<file path="config.mk">
export PLATFORM = sky130hd
export DESIGN_NAME = display_scan_driver_flat
export DESIGN_NICKNAME = d
export VERILOG_FILES = /design/src/rtl/display_scan_driver_pkg.sv /design/src/rtl/display_scan_driver_if.sv /design/src/rtl/display_scan_driver_bin2bcd_seq.sv /design/src/rtl/display_scan_driver.sv /design/src/flat_wrapper.sv
export SDC_FILE = /design/constraint.sdc
export NUM_CORES = 1
export LEC_CHECK = 0
export BUFFER_PORTS_ARGS = -buffer_cell sky130_fd_sc_hd__buf_2
export CORE_MARGIN = 4
export CORE_UTILIZATION = 50
export CTS_BUF_LIST = sky130_fd_sc_hd__clkbuf_2
export CTS_CLUSTER_SIZE = 16
export DETAILED_ROUTE_END_ITERATION = 8
export PLACE_DENSITY = 0.65
export REMOVE_ABC_BUFFERS = 1
export SYNTH_ARGS = -nofsm -noshare
export SYNTH_HDL_FRONTEND = slang
export SYNTH_SLANG_ARGS = --single-unit
</file>
<file path="constraint.sdc">
create_clock -name clk -period 2.3 [get_ports clk]
set_input_delay 0.46 -clock clk [delete_from_list [all_inputs] [get_ports clk]]
set_output_delay 0.46 -clock clk [all_outputs]
set_load 0.01 [all_outputs]
</file>
<file path="src/rtl/display_scan_driver_pkg.sv">
// Shared constants and helpers for the display scan driver and its BCD converter.
package display_pkg;
  localparam int         NUM_DIGITS = 4;
  localparam int         BCD_W      = 4;
  localparam int         VALUE_W    = 14;
  localparam logic [13:0] MAX_VALUE = 14'd9999;
  localparam int         CONV_STEPS = 14;
  localparam logic [3:0] AN_ALL_OFF = 4'b1111;

  typedef enum logic {S_IDLE, S_SHIFT} conv_state_e;

  // Double-dabble correction: any nibble >= 5 gets +3 before the shift.
  function automatic logic [15:0] dabble_adj(input logic [15:0] b);
    logic [15:0] r;
    r = b;
    for (int i = 0; i < NUM_DIGITS; i++)
      if (r[i*BCD_W +: BCD_W] >= 4'd5) r[i*BCD_W +: BCD_W] = r[i*BCD_W +: BCD_W] + 4'd3;
    return r;
  endfunction
endpackage

</file>
<file path="src/rtl/display_scan_driver_if.sv">
// Request/display bundle between the vending controller and the scan driver.
interface display_scan_driver_if;
  logic [13:0] value;
  logic        load;
  logic        busy;
  logic        done;
  logic        ovf;
  logic [3:0]  digit_code;
  logic [3:0]  an;

  modport master (output value, load, input busy, done, ovf, digit_code, an);
  modport slave  (input value, load, output busy, done, ovf, digit_code, an);
endinterface

</file>
<file path="src/rtl/display_scan_driver_bin2bcd_seq.sv">
// Sequential 14-bit binary to 4-digit BCD converter (shift-add-3), one bit per clock.
module bin2bcd_seq
  import display_pkg::*;
(
  input  logic        clk,
  input  logic        rst,
  input  logic        start,
  input  logic [13:0] bin,
  output logic        busy,
  output logic        done,
  output logic [15:0] bcd
);
  conv_state_e r_state, w_state_nxt;
  logic [29:0] r_sr;
  logic [3:0]  r_cnt;
  logic        r_done;
  logic [15:0] r_bcd;
  logic        w_last;
  logic [29:0] w_sr_step;

  assign w_last    = (r_cnt == 4'(CONV_STEPS - 1));
  assign w_sr_step = {dabble_adj(r_sr[29:14]), r_sr[13:0]} << 1;

  always_ff @(posedge clk) begin
    if (rst) r_state <= S_IDLE;
    else     r_state <= w_state_nxt;
  end

  always_comb begin
    w_state_nxt = r_state;
    case (r_state)
      S_IDLE:  if (start)  w_state_nxt = S_SHIFT;
      S_SHIFT: if (w_last) w_state_nxt = S_IDLE;
      default: w_state_nxt = S_IDLE;
    endcase
  end

  // r_bcd is the display register: it only changes when a full conversion lands.
  always_ff @(posedge clk) begin
    if (rst) begin
      r_sr   <= '0;
      r_cnt  <= '0;
      r_done <= 1'b0;
      r_bcd  <= '0;
    end else begin
      r_done <= 1'b0;
      case (r_state)
        S_IDLE: if (start) begin
          r_sr  <= {16'd0, bin};
          r_cnt <= '0;
        end
        S_SHIFT: begin
          r_sr  <= w_sr_step;
          r_cnt <= r_cnt + 4'd1;
          if (w_last) begin
            r_bcd  <= w_sr_step[29:14];
            r_done <= 1'b1;
          end
        end
        default: ;
      endcase
    end
  end

  assign busy = (r_state == S_SHIFT);
  assign done = r_done;
  assign bcd  = r_bcd;
endmodule

</file>
<file path="src/rtl/display_scan_driver.sv">
// Converts a binary amount to BCD and time-multiplexes four digits onto one 7-seg decoder.
module display_scan_driver
  import display_pkg::*;
#(
  parameter int REFRESH_DIV   = 100000,
  parameter bit BLANK_LEADING = 1'b1
) (
  input  logic                  clk,
  input  logic                  rst,
  display_scan_driver_if.slave  bus
);
  localparam int PW = $clog2(REFRESH_DIV);

  logic [PW-1:0]         r_presc;
  logic [1:0]            r_idx;
  logic [3:0]            r_code;
  logic [3:0]            r_an;
  logic                  r_ovf;
  logic                  w_busy, w_done, w_wrap, w_nz, w_over;
  logic [13:0]           w_sat;
  logic [15:0]           w_bcd;
  logic [1:0]            w_idx_nxt;
  logic [NUM_DIGITS-1:0] w_blank;

  assign w_over = (bus.value > MAX_VALUE);
  assign w_sat  = w_over ? MAX_VALUE : bus.value;

  bin2bcd_seq u_conv (
    .clk   (clk),
    .rst   (rst),
    .start (bus.load),
    .bin   (w_sat),
    .busy  (w_busy),
    .done  (w_done),
    .bcd   (w_bcd)
  );

  // A digit is blanked when it and every digit above it are zero; ones never blanks.
  always_comb begin
    w_nz       = 1'b0;
    w_blank    = '0;
    for (int i = NUM_DIGITS - 1; i >= 1; i--) begin
      w_nz       = w_nz | (w_bcd[i*BCD_W +: BCD_W] != 4'd0);
      w_blank[i] = BLANK_LEADING & ~w_nz;
    end
  end

  assign w_wrap    = (r_presc == PW'(REFRESH_DIV - 1));
  assign w_idx_nxt = w_wrap ? r_idx + 2'd1 : r_idx;

  always_ff @(posedge clk) begin
    if (rst) begin
      r_presc <= '0;
      r_idx   <= '0;
      r_code  <= '0;
      r_an    <= AN_ALL_OFF;
      r_ovf   <= 1'b0;
    end else begin
      r_presc <= w_wrap ? '0 : r_presc + 1'b1;
      r_idx   <= w_idx_nxt;
      r_code  <= w_bcd[{w_idx_nxt, 2'b00} +: BCD_W];
      r_an    <= w_blank[w_idx_nxt] ? AN_ALL_OFF : ~(4'b0001 << w_idx_nxt);
      if (bus.load && !w_busy) r_ovf <= w_over;
    end
  end

  assign bus.busy       = w_busy;
  assign bus.done       = w_done;
  assign bus.ovf        = r_ovf;
  assign bus.digit_code = r_code;
  assign bus.an         = r_an;
endmodule

</file>
<file path="src/flat_wrapper.sv">
// flat-port wrapper written by rule: the top's interface ports become plain ports
module display_scan_driver_flat import display_pkg::*;
#(
  parameter int REFRESH_DIV   = 100000,
  parameter bit BLANK_LEADING = 1'b1
)
  (clk, rst, bus_value, bus_load, bus_busy, bus_done, bus_ovf, bus_digit_code, bus_an);
  display_scan_driver_if bus_i ();
  input  logic clk;
  input  logic rst;
  input wire logic [$bits(bus_i.value)-1:0] bus_value;
  input wire logic [$bits(bus_i.load)-1:0] bus_load;
  output wire logic [$bits(bus_i.busy)-1:0] bus_busy;
  output wire logic [$bits(bus_i.done)-1:0] bus_done;
  output wire logic [$bits(bus_i.ovf)-1:0] bus_ovf;
  output wire logic [$bits(bus_i.digit_code)-1:0] bus_digit_code;
  output wire logic [$bits(bus_i.an)-1:0] bus_an;
  assign bus_i.value = bus_value;
  assign bus_i.load = bus_load;
  assign bus_busy = bus_i.busy;
  assign bus_done = bus_i.done;
  assign bus_ovf = bus_i.ovf;
  assign bus_digit_code = bus_i.digit_code;
  assign bus_an = bus_i.an;
  display_scan_driver #(.REFRESH_DIV(REFRESH_DIV), .BLANK_LEADING(BLANK_LEADING)) u_core (.clk(clk), .rst(rst), .bus(bus_i));
endmodule
</file>
# == Word-level counts from Yosys, hierarchy flattened ==
# Cells that the tools add are included.
# Widths: inputs -> output; s select.
# classes
n_bitwise,7
muxes,16
addsub,7
n_reduce_logical,9
shift,2
magnitude_cmp,6
eq_ne,3
# ops
op,n
$pmux 30 s2,1
$mux 30,1
$add 17x1->17 const B,1
$eq 17x17->1 const B,1
$ge 4x3->1 const B,4
$mux 4,4
$shiftx 16x5->4,1
$gt 14x14->1 const B,1
$mux 14,1
$add 4x2->4 const B,3
$reduce_bool 4->1,3
$pmux 4 s2,1
$reduce_or 2->1,3
$add 4x1->4 const B,1
$eq 4x4->1 const B,1
$mux 1,4
$not 1->1,4
$not 4->4,1
$shl 1x2->4 const A,1
$add 3x2->3 const B,1
$lt 2x3->1 const B,1
$mux 3,1
$add 2x1->2 const B,1
$bmux 1 s2,1
7 further kinds,8
# totals
in_bits,17
regBits,80
out_inout_bits,11

# == Depth between registers and ports, before layout ==
# logic_depth
depth_word,7
ltp_mapped,7
ltp_nobuf,7

# == Cells and area by module ==
# From an unflattened synthesis, not the netlist that was laid out.
# unflattened
cells_unflattened,447
area_unflattened_um2,3847.4
# by_module_without_submodules
module,cells_each,area_each_um2,seq_area_each_um2,instances
bin2bcd_seq,259,2299.7,1041.0,1
display_scan_driver,188,1547.7,560.5,1

# == Worst setup path before layout ==
# OpenSTA, ideal clock, no wires.
# synth_timing
path_type,flip-flop to flip-flop
start,register u_core.r_presc[0]
end,"register u_core.r_an[2], in the netlist u_core.bus.an[2]"
arrival_time_ns,1.539
setup_time_ns,0.127
slack_ns,0.634
synth_period_minus_slack_ns,1.666
n_path_buf,0
required_time_ns,2.173
path_stages_with_launch,6
path_cell_list,dfxtp_1 > ha_1 > and4_2 > nand4_4 > mux2i_2 > or3_1
# synth_via
elab_chain_cells,5
word_cells_on_any_way,7
cone_classes,eq/ne: 1; shift: 1; mux: 3; bitwise: 1; reduce/logical: 1
# synth_lines
element,line_no,source
start: declaration,display_scan_driver.sv:14,logic [PW-1:0] r_presc;
start signal: assignment,display_scan_driver.sv:59,r_presc <= w_wrap ? '0 : r_presc + 1'b1;
$eq 17x17->1 (*),display_scan_driver.sv:48,assign w_wrap = (r_presc == PW'(REFRESH_DIV - 1));
$mux 2 (*),display_scan_driver.sv:49,assign w_idx_nxt = w_wrap ? r_idx + 2'd1 : r_idx;
$bmux 1 s2,display_scan_driver.sv:62,r_an <= w_blank[w_idx_nxt] ? AN_ALL_OFF : ~(4'b0001 << w_idx_nxt);
$mux 1 (not written as such),display_scan_driver.sv:62,
$reduce_or 2->1 (no source line),-,
end signal: assignment,display_scan_driver.sv:62,
end: declaration,display_scan_driver.sv:17,logic [3:0] r_an;
# Mark *: on every way between the ends. The rest lies on a longest branch, timed or not. The select of a mux whose other input is x is not followed.
# A chain may end at the register's enable or synchronous reset.

# == Final worst setup path ==
# layout_timing
start,"register u_core.u_conv.r_state, in the netlist u_core.u_conv.busy"
end,output port bus_busy
# layout_rtl
element,line_no,source
start: declaration,display_scan_driver_bin2bcd_seq.sv:13,"conv_state_e r_state, w_state_nxt;"
start signal: assignment,display_scan_driver_bin2bcd_seq.sv:26,else r_state <= w_state_nxt;
end: declaration,flat_wrapper.sv:13,output wire logic [$bits(bus_i.busy)-1:0] bus_busy;
# No word-level cell between the ends.

==> impl_metrics.csv <==
group,metric,value,unit
worst_setup_path,critPathKind,"register to output port",
clock_network,cts.hold.buffers_added,0,
power_and_ir_drop,combinationalPowerShare,6.4,%
detailed_routing,wire_per_inst,13.1,um
worst_setup_path,endpoint_kind,"output port",
worst_setup_path,crit_slowest_cell,"dfxtp_2",
clock_network,cts_sinks,80,
clock_network,postCtsSetupBuffers,0,
clock_network,path_clk_slew,0.20,ns
worst_setup_path,critPathBufInv,2,
power_and_ir_drop,clock_power_share,33.1,%
global_routing,grt_remaining_overflow,0,
cells_and_area,final_cell_count_no_fill,554,
worst_setup_path,crit_path_start_kind,"register",
cells_and_area,drive_gt1_share,14.1,%
placed_design,gp_congestion,0.757,
worst_setup_path,cp_top_family,"flip-flops",
power_and_ir_drop,power_density,587,mW/mm^2
floorplan,dieArea,0.00893,mm^2
clock_network,clkLatencyLatePin,0.49,ns
synthesis,synth_top_area_share,42.8,%
worst_setup_path,path_cells,"buf_12 -> buf_2",
detailed_routing,drt_iter0_markers,146,
global_routing,grt_first_pass_wirelength,12300,um
power_and_ir_drop,seq_power_share,60.4,%
detailed_routing,drtAntennaViolNets,0,
cells_and_area,area_delta_synth_final,8.66,%
power_and_ir_drop,p_switching,0.562,mW
floorplan,fp.coreArea,0.00725,mm^2
global_routing,antenna_found_initial,0,
global_routing,grt_pass1_vias,2738,
timing,maxSlewHeadroom,62.1,%
clock_network,cts_buffers,9,
status,status,"finished clean",
timing,finClkSkew,0.0253,ns
synthesis,synth_area,0.00374,mm^2
clock_network,htree_num_levels,3,
timing,fin_crit_sh,89.8,%
clock_network,cts-root-buf,"clkbuf_2",
placed_design,place_area,0.00395,mm^2
placed_design,dp_hpwl,5030,um
synthesis,yosys_register_bits,80,
detailed_routing,via_per_inst,5.41,
synthesis,synth.avg_cell_area,8.64,um^2
timing,hold_viol_final,0,
floorplan,row_count,31,
timing,setup-violations-final,0,
timing,min_period,2.07,ns
worst_setup_path,crit_required,1.84,ns
cells_and_area,fin_nets,480,
placed_design,dp_cells,540,
timing,timing.fmax,484,MHz
clock_network,cts_tree,"built",
synthesis,seq_area_frac_synth,42.8,%
clock_network,cts_resized,0,
detailed_routing,num_vias,2995,
power_and_ir_drop,p_total,2.39,mW
detailed_routing,wirelength,7260,um
timing,fin_tns_setup,0,ns
worst_setup_path,slowest_delay,0.69,ns
placed_design,portBuffers,27,
synthesis,syn_inst,433,
cells_and_area,postLayoutCoreUtil,56.0,%
power_and_ir_drop,p_leak,1.52,nW
worst_setup_path,path_max_fanout,40,
floorplan,initial_core_util,51.6,%
detailed_routing,first_pass_iters,5,
flow_run,max-cap-violations,0,
timing,rsz0062_at_grt,"false",
floorplan,die_w,94.5,um
power_and_ir_drop,p_int,1.83,mW
cells_and_area,layout_commonest_cell,"dfxtp_1",
clock_network,clk_path_buf_depth,2,
cells_and_area,final_cell_mix,"dfxtp_1, nor2_1, a21oi_1",
synthesis,yosysUniqueCellTypes,48,
cells_and_area,design_area,0.00407,mm^2
cells_and_area,insertedDiodeCount,0,
floorplan,ioPinCount,28,
synthesis,synth_top_cell_by_area,"dfxtp_1",
detailed_routing,post-route-drc-count,0,
floorplan,die_h,94.5,um
worst_setup_path,arrival,1.61,ns
timing,drv_slew,0,
synthesis,synthTopCellsByArea,"dfxtp_1, a21oi_1, nor2_1",
global_routing,track_usage,17.1,%
hold_path,hp-class,"primary input to register",
synthesis,ys.warnings.count,0,
power_and_ir_drop,ir_worst_vdd,0.277,mV
power_and_ir_drop,swShare,23.5,%
timing,tightest_slew,0.567,ns
global_routing,grt_max_degree,41,
-- final cells by class --
| cell class | instances | area (um^2) |
|---|---|---|
| Multi-Input combinational cell | 317 | 1990 |
| Sequential cell | 80 | 1600 |
| Clock inverter | 5 | 73.8 |
| Tap cell | 99 | 124 |
| Fill cell | 712 | 3190 |
| Inverter | 12 | 45.0 |
| Timing Repair Buffer | 32 | 185 |
| Clock buffer | 9 | 45.0 |
-- final timing paths --
path | cells past startpoint | slack (ns) | end | startpoint
hold / removal | 2 | 0.21 | u_core.r_presc[2] | rst
setup / recovery | 2 | 0.23 | bus_busy | u_core.u_conv.busy
hold reg to reg | 2 | 0.47 | u_core.bus.ovf | u_core.bus.ovf
setup reg to reg | 6 | 0.41 | u_core.bus.digit_code[1] | u_core.r_presc[0]
-- synth_stat cells (all sizes together) --
| library cell | count |
|---|---|
| nor2b | 6 |
| a311oi | 4 |
| xor2 | 10 |
| ha | 11 |
| or4 | 2 |
| nand3b | 3 |
| nor3 | 11 |
| o22ai | 2 |
| nand2b | 11 |
| nor4 | 2 |
| buf | 6 |
| nand2 | 39 |
| or3 | 6 |
| a21oi | 49 |
| a221oi | 4 |
| dfxtp | 80 |
| o31a | 1 |
| xnor2 | 8 |
| a41oi | 1 |
| nand3 | 10 |
| or2 | 1 |
| nor2 | 57 |
| a211oi | 6 |
| and4 | 2 |
| mux2i | 16 |
| a21o | 1 |
| and3 | 4 |
| nand4 | 4 |
| and2 | 1 |
| nor3b | 14 |
| nor4b | 1 |
| a32oi | 1 |
| a31oi | 2 |
| o21ba | 3 |
| o21ai | 12 |
| nand4b | 1 |
| clkbuf | 18 |
| and4bb | 2 |
| a2111oi | 1 |
| inv | 12 |
| mux2 | 8 |
-- routing by layer --
metal	vias up	share of wire (%)	global-route usage [%]	wire length, um
li1	1550	-	-	-
met1	1388	48	21.5	3500
met2	51	46	28.0	3350
met3	6	4.7	6.22	340
met4	0	0.87	4.33	63
met5	-	0	0	0
-- registers in the layout (all words and copies together), names as in the netlist --
name,cells
u_core.r_presc,17
u_core.u_conv.busy,1
u_core.u_conv.r_sr,30
u_core.bus.ovf,1
u_core.u_conv.bcd,16
u_core.bus.digit_code,4
u_core.r_idx,2
u_core.u_conv.done,1
u_core.bus.an,4
u_core.u_conv.r_cnt,4
-- per-stage QoR --
| stage | setup WS [ns] | hold slack, ns |
|---|---|---|
| final | 0.234 | 0.209 |
| after global routing | 0.0727 | 0.157 |
| after CTS | 0.186 | 0.168 |
| after detailed placement | 0.461 | 0.447 |
| after global placement | 0.537 | 0.449 |
| after floorplan | -0.227 | 0.430 |
-- power groups by stage --
stage                     registers, mW  logic, mW  clock network, mW
after floorplan                    1.47     0.0745                  0
after global placement             1.47      0.152                  0
after detailed placement           1.47      0.155                  0
after CTS                          1.44      0.156              0.821
after global routing               1.45      0.172              0.877
final                              1.44      0.154              0.791
-- cell families (layout without fill, tap and decap cells) --
kind of cell,count (synthesis),after routing,share of synthesized area (%)
DFF,80,80,42.8
adders and majority gates,11,11,3.68
xor gates and xnor gates,18,18,4.41
muxes,24,24,6.79
buffers and inverters,36,58,4.01
AOI/OAI and AO/OA,87,87,13.8
and+or+nand+nor,177,177,24.4
(Power assumes the default switching activity.)
